--- config.mk ---
export PLATFORM = sky130hd
export DESIGN_NAME = spi_reg_frame
export DESIGN_NICKNAME = d
export VERILOG_FILES = /design/src/rtl/spi_frame_pkg.sv /design/src/rtl/spi_reg_frame.sv
export SDC_FILE = /design/constraint.sdc
export NUM_CORES = 1
export LEC_CHECK = 0
export BUFFER_PORTS_ARGS = -buffer_cell sky130_fd_sc_hd__buf_2
export CORE_MARGIN = 2
export CORE_UTILIZATION = 48
export CTS_BUF_LIST = sky130_fd_sc_hd__clkbuf_4 sky130_fd_sc_hd__clkbuf_8
export CTS_CLUSTER_DIAMETER = 40
export DETAILED_ROUTE_END_ITERATION = 16
export PLACE_DENSITY_LB_ADDON = 0.08
export SETUP_SLACK_MARGIN = 0.3
export SYNTH_ARGS = -nofsm -noshare
export SYNTH_HDL_FRONTEND = slang
export SYNTH_SLANG_ARGS = --single-unit
--- constraint.sdc ---
create_clock -name clk -period 5.15 [get_ports clk]
set_input_delay 0.515 -clock clk [delete_from_list [all_inputs] [get_ports clk]]
set_output_delay 0.515 -clock clk [all_outputs]
set_load 0.02 [all_outputs]
--- src/rtl/spi_frame_pkg.sv ---
// spi_frame_pkg: frame engine state encoding and rw bit constants
package spi_frame_pkg;
  typedef logic [2:0] state_t;
  localparam state_t IDLE = 3'd0;
  localparam state_t CMD  = 3'd1;
  localparam state_t ADDR = 3'd2;
  localparam state_t DATA = 3'd3;
  localparam state_t DONE = 3'd4;
  localparam logic RW_WRITE = 1'b1;
  localparam logic RW_READ  = 1'b0;
endpackage

--- src/rtl/spi_reg_frame.sv ---
// spi_reg_frame: SPI mode-0 frame decoder producing register write/read strobes and MISO
module spi_reg_frame
  import spi_frame_pkg::*;
#(
  parameter int ADDR_W = 4,
  parameter int DATA_W = 8
) (
  input  logic              clk,
  input  logic              rstb,
  input  logic              ena,
  input  logic              cs_n,
  input  logic              sclk_pos,
  input  logic              sclk_neg,
  input  logic              mosi,
  output logic              miso,
  output logic              wr_en,
  output logic              rd_en,
  output logic [ADDR_W-1:0] addr,
  output logic [DATA_W-1:0] wdata,
  input  logic [DATA_W-1:0] rdata,
  output logic              frame_err
);
  localparam int CW = $clog2((ADDR_W > DATA_W ? ADDR_W : DATA_W) + 1);
  localparam logic [CW-1:0] A_LAST = CW'(ADDR_W - 1);
  localparam logic [CW-1:0] D_LAST = CW'(DATA_W - 1);
  state_t state;
  logic [CW-1:0] cnt;
  logic rw;
  logic ld;
  logic [DATA_W-1:0] tx_sr;
  logic in_frame;
  assign in_frame = state == CMD || state == ADDR || state == DATA;
  assign miso = (state == DATA || state == DONE) && tx_sr[DATA_W-1];
  always_ff @(posedge clk) begin
    if (!rstb) begin
      state     <= IDLE;
      cnt       <= '0;
      rw        <= 1'b0;
      ld        <= 1'b0;
      tx_sr     <= '0;
      addr      <= '0;
      wdata     <= '0;
      wr_en     <= 1'b0;
      rd_en     <= 1'b0;
      frame_err <= 1'b0;
    end else begin
      wr_en     <= 1'b0;
      rd_en     <= 1'b0;
      frame_err <= 1'b0;
      // rdata load stays pending across ena=0 so a read request is never lost
      ld        <= rd_en | (ld & ~ena);
      if (ena) begin
        if (ld) tx_sr <= rdata;
        else if (sclk_neg && state == DATA && cnt != '0) tx_sr <= {tx_sr[DATA_W-2:0], 1'b0};
        if (cs_n && in_frame) begin
          state     <= IDLE;
          cnt       <= '0;
          frame_err <= 1'b1;
        end else begin
          case (state)
            IDLE: begin
              cnt <= '0;
              if (!cs_n) state <= CMD;
            end
            CMD: if (sclk_pos) begin
              rw    <= mosi;
              state <= ADDR;
            end
            ADDR: if (sclk_pos) begin
              addr <= {addr[ADDR_W-2:0], mosi};
              cnt  <= cnt == A_LAST ? '0 : cnt + 1'b1;
              if (cnt == A_LAST) begin
                state <= DATA;
                rd_en <= rw == RW_READ;
              end
            end
            DATA: if (sclk_pos) begin
              if (rw == RW_WRITE) wdata <= {wdata[DATA_W-2:0], mosi};
              cnt <= cnt + 1'b1;
              if (cnt == D_LAST) begin
                state <= DONE;
                wr_en <= rw == RW_WRITE;
              end
            end
            DONE: if (cs_n) state <= IDLE;
            default: state <= IDLE;
          endcase
        end
      end
    end
  end
endmodule

Word-level counts from Yosys, hierarchy flattened
Index checks and enable logic that the tools add are counted.

Logic and storage cells: 72. Flip-flop bits (word level): 32. Output and inout port bits: 16.

Muxes and demuxes: 17. Reduce and logical (&&, ||, !) cells: 20. Add/sub/neg operators: 1. Eq/ne operators: 13. Bitwise logic cells: 11.

Operator list (count): 2-to-1 mux 3 bit (8); 2-to-1 mux 4 bit (4); 2-to-1 mux 8 bit (2); case mux 3 bit (5 select lines) (1); != test 3 x 2 -> 1 bit, second input constant (4); case mux 4 bit (3 select lines) (1); AND reduction 4 bit (3); OR reduction 6 bit (2); inverter 1 bit (9); AND reduction 8 bit (1); nonzero test 4 bit (2); == test 3 x 2 -> 1 bit, second input constant (2); != test 3 x 1 -> 1 bit, second input constant (2); AND reduction 5 bit (1); adder 4 x 1 -> 4 bit, second input constant (1); == test 4 x 2 -> 1 bit, second input constant (1); == test 4 x 3 -> 1 bit, second input constant (1); logical AND 1 bit (4); AND reduction 2 bit (2); == test 3 x 1 -> 1 bit, second input constant (1); == test 3 bit, second input constant (1); logical NOT 3 bit (1); logical OR 1 bit (3); != test 3 bit, second input constant (1); other kinds (4) (4).

Depth between registers and ports, before layout
Word-level depth: 6. Depth in mapped cells: 7. Depth with buffers taken out: 6.

Worst setup path after synthesis
No wires, ideal clock.

Path kind: register to register. Start point: register cnt[0]. End point: register state[1]. Data required time: 5.030 ns. Period minus slack after synthesis: 1.705 ns. Data arrival time: 1.585 ns. Path slack: 3.445 ns. Stages on the path, launching flop included: 7. Cells stage by stage: dfxtp_1 -> ha_1 -> or3b_4 -> a21oi_2 -> o21ai_2 -> o21a_1 -> o31a_1.

Longest elaborated chain between the ends: 3. Elaborated cells between the ends (all ways): 5. Those cells by class: eq/ne (4); reduce/logical (1).

Ends and longest elaborated chain: start, declared (RTL line spi_reg_frame.sv:27) `logic [CW-1:0] cnt;`; start signal, assigned (RTL line spi_reg_frame.sv:71) `cnt <= cnt == A_LAST ? '0 : cnt + 1'b1;`; start signal, assigned (RTL line spi_reg_frame.sv:79) `cnt <= cnt + 1'b1;`; == test 4 x 3 -> 1 bit / == test 4 x 2 -> 1 bit (equally long branches) (RTL line spi_reg_frame.sv:80, spi_reg_frame.sv:72); != test 3 x 1 -> 1 bit (no source line); AND reduction 8 bit (no source line) (*); end signal, assigned (RTL line spi_reg_frame.sv:81) `state <= DONE;`; end signal, assigned (RTL line spi_reg_frame.sv:85) `DONE: if (cs_n) state <= IDLE;`; end signal, assigned (RTL line spi_reg_frame.sv:86) `default: state <= IDLE;`; end, declared (RTL line spi_reg_frame.sv:26) `state_t state;`.

Mark *: on every way between the ends. The rest lies on a longest branch, timed or not. A chain may end at the register's enable or synchronous reset.

Worst setup path in the final report
Start point: register state[2]. End point: output miso.

Longest elaborated chain between the ends: 3. Elaborated cells between the ends (all ways): 4. Those cells by class: eq/ne (2); reduce/logical (2).

Ends and longest elaborated chain: start signal, assigned (RTL line spi_reg_frame.sv:36) `state <= IDLE;`; start signal, assigned (RTL line spi_reg_frame.sv:56) `state <= IDLE;`; start signal, assigned (RTL line spi_reg_frame.sv:63) `if (!cs_n) state <= CMD;`; == test 3 x 2 -> 1 bit / == test 3 bit (equally long branches) (RTL line spi_reg_frame.sv:33) `assign miso = (state == DATA || state == DONE) && tx_sr[DATA_W-1];`; logical OR 1 bit (*) (RTL line spi_reg_frame.sv:33); logical AND 1 bit (*) (RTL line spi_reg_frame.sv:33); end, declared (RTL line spi_reg_frame.sv:15) `output logic miso,`.

Marked as above.

==> results.cfg <==
[floorplan]
placementRows = 20
start_util_pct = 49.6
die_y_um = 59.7
coreArea_um2 = 3000
die_area_um2 = 3560
pin_count = 31
die_w_um = 59.7

[routing]
wl_um = 2960
ant_nets = 0
vias = 1249
drc_errors = 0
drtIter0Drc = 40
routedWlPerCell_um = 13.1
first_pass_iters = 4
vias_per_cell = 5.50

[setup_path]
critical_path_required_ps = 4640
worst_path_largest_cell_delay_ps = 550
path_delay_family = flip-flops
crit_buf_inv = 1
path_max_fanout = 11
cpMaxStageDelayCell = dfxtp_1
arrival_ps = 1600
cp-end-kind = primary output
critPathKind = register to primary output
path_cells = and2b_1 -> a22oi_1 -> nor2b_1 -> buf_2
start_kind = register

[sta]
drv_slew = 0
fmax_mhz = 472
fin_crit_ps = 2120
whs_ps = 455
timing.slew.headroom_pct = 50.6
rsz0062_at_grt = false
worst_pin_slew_ps = 740
setup-tns-final_ps = 0
hold_viol = 0
fin_crit_sh_pct = 41.1
setup_viol = 0
fin_worst_skew_ps = 8.30

[synthesis]
synthTopCellsByArea = dfxtp_1 43%, mux2i_1 8.7%, nor2_1 7.3%, a22oi_1 3.5%, a22o_1 3.5%
syn-num-nets = 183
synthesis.area_um2 = 1490
ys_warn_count = 0
synth_cells = 166
synth_cell_types = 42
synth_top_cell_area_share_pct = 43.0
ys_ff_latch = 32
yosys.area.top_type = dfxtp_1
syn_avg_cell_area_um2 = 8.97
seq_area_frac_synth_pct = 43.0

[outcome]
status = finished clean

[clock_network]
numCtsBuffers = 5
cts_hold_buf = 0
cts_tree = yes
path_clk_slew_ps = 100
cts.sinks = 32
clk-insertion-delay-late_ps = 330
post-cts-setup-buffer-count = 0
htreeDepth = 2
cts.repair.resized = 0
cts_buffer_depth = 2
root_buffer = clkbuf_4

[finish]
syn2layout_area_growth_pct = 15.0
n_antenna_cell = 0
layout.nets = 210
drive_gt1_share_pct = 23.7

[placed_design]
port_buffers = 30
dp_hpwl_um = 2040
place.gp.congestion = 0.860

[min_path]
hold_class = input pin to register

[global_route]
grt_pass1_wl_um = 5040
antenna_found_initial = 0
grt_pass1_vias = 1125
grt_max_degree = 25
grt-ovfl-total = 0
grt_use_total_pct = 19.2

[power_and_ir_drop]
ir_worst_vdd_mv = 0.194
p_leak_nw = 0.713
power.density_nw_per_um2 = 279

[job]
drv_cap = 0
## worst register-to-register path, cell delays in order, from the launching register on
cell and delay (ps):
dfxtp_1 400, ha_1 210, or3b_4 410, a21oi_2 150, o21ai_2 110, o21a_1 200
o31a_1 270
## final timing paths
kind / to / slack [ps] / cells after the start / from
max: miso / 3030 / 4 / state[2]
min: tx_sr[0] / 460 / 3 / rdata[0]
max reg2reg: state[1] / 3320 / 6 / cnt[0]
min reg2reg: tx_sr[2] / 470 / 2 / tx_sr[2]
## per-stage QoR
stage / utilization, % / setup slack [ps] / area (um^2) / instances / power [W]
2_1_floorplan: - / 3440 / 1490 / 166 / 0.000283
4_1_cts: 57.0 / 3040 / 1710 / 227 / 0.000483
3_5_place_dp: 54.4 / 3290 / 1630 / 219 / 0.000292
6_report: 57.0 / 3030 / 1710 / 227 / 0.000479
5_1_grt: 57.0 / 2900 / 1710 / 227 / 0.000499
3_3_place_gp: 54.4 / 3340 / 1630 / 219 / 0.000292
## routing by layer
layer | global-route usage [%] | vias to the layer above | share of wire, %
li1 | - | 635 | -
met1 | 25.4 | 576 | 50
met2 | 28.1 | 34 | 44
met3 | 7.14 | 4 | 4.7
met4 | 7.62 | 0 | 1.4
met5 | 0 | - | 0
## report_power, final
part / internal, W / switching [W] / total (W)
clock network: 0.000107 / 0.0000847 / 0.000192
logic: 0.0000124 / 0.0000206 / 0.0000330
registers: 0.000250 / 0.00000431 / 0.000254
## state kept, by name, indices dropped and copies added, names as in the netlist
| signal | count |
|---|---|
| addr | 4 |
| cnt | 4 |
| frame_err | 1 |
| ld | 1 |
| rd_en | 1 |
| rw | 1 |
| state | 3 |
| tx_sr | 8 |
| wdata | 8 |
| wr_en | 1 |
## Yosys cell counts
cell       n
o21ai_2    1
nor2b_2    1
nor2b_1    7
and2b_1    1
xor2_1     2
o211ai_1   2
nor3b_1    1
nand2b_1   1
ha_1       2
nor2_1    29
a211o_1    1
a21o_1     1
xnor2_1    1
mux2i_1   13
or3_1      1
a32oi_1    1
o21a_1     1
a22o_1     6
nand3_1    5
a21oi_1    7
nor4_1     2
nor3_1     1
a21oi_2    3
nor4b_1    1
clkbuf_1   4
or3b_4     1
nand3b_1   2
dfxtp_1   32
o31ai_1    1
o21ai_1    1
buf_2      5
or2_1      1
nand4b_1   1
nor2_4     1
nand4_1    1
inv_1      5
o31a_1     1
a22oi_1    7
buf_4      1
nand2_1    9
nor4b_2    1
o41ai_1    1
## cells by family after synthesis
group,after synthesis,synth area share [%]
adders and majority gates,2,1.68
DFF,32,43.0
buffers and inverters,15,4.45
muxes,13,8.74
xor gates and xnor gates,3,1.77
and+or+nand+nor,67,23.4
AOI/OAI and AO/OA,34,17.0
## layout make-up
cell class	count	area (um^2)
clock buffers	6	45.0
well taps	33	41.3
repair buffers	30	150
multi-input cells	119	782
clock inverters	2	35.0
inverters	5	18.8
fillers	279	1290
flip-flops and latches	32	641
## placed cells by master (no fill, tap or decap), drive strengths merged, types with 2 or more instances in the layout
cell type  count
nand3          5
nor2b          8
clkbuf         6
dfxtp         32
nand3b         2
xor2           2
o21ai          2
nor2          30
nor4b          2
inv            5
a22o           6
nand2          9
ha             2
a21oi         10
nor4           2
o211ai         2
buf           30
mux2i         13
a22oi          7
No activity file was read; power rests on OpenSTA's default activity.
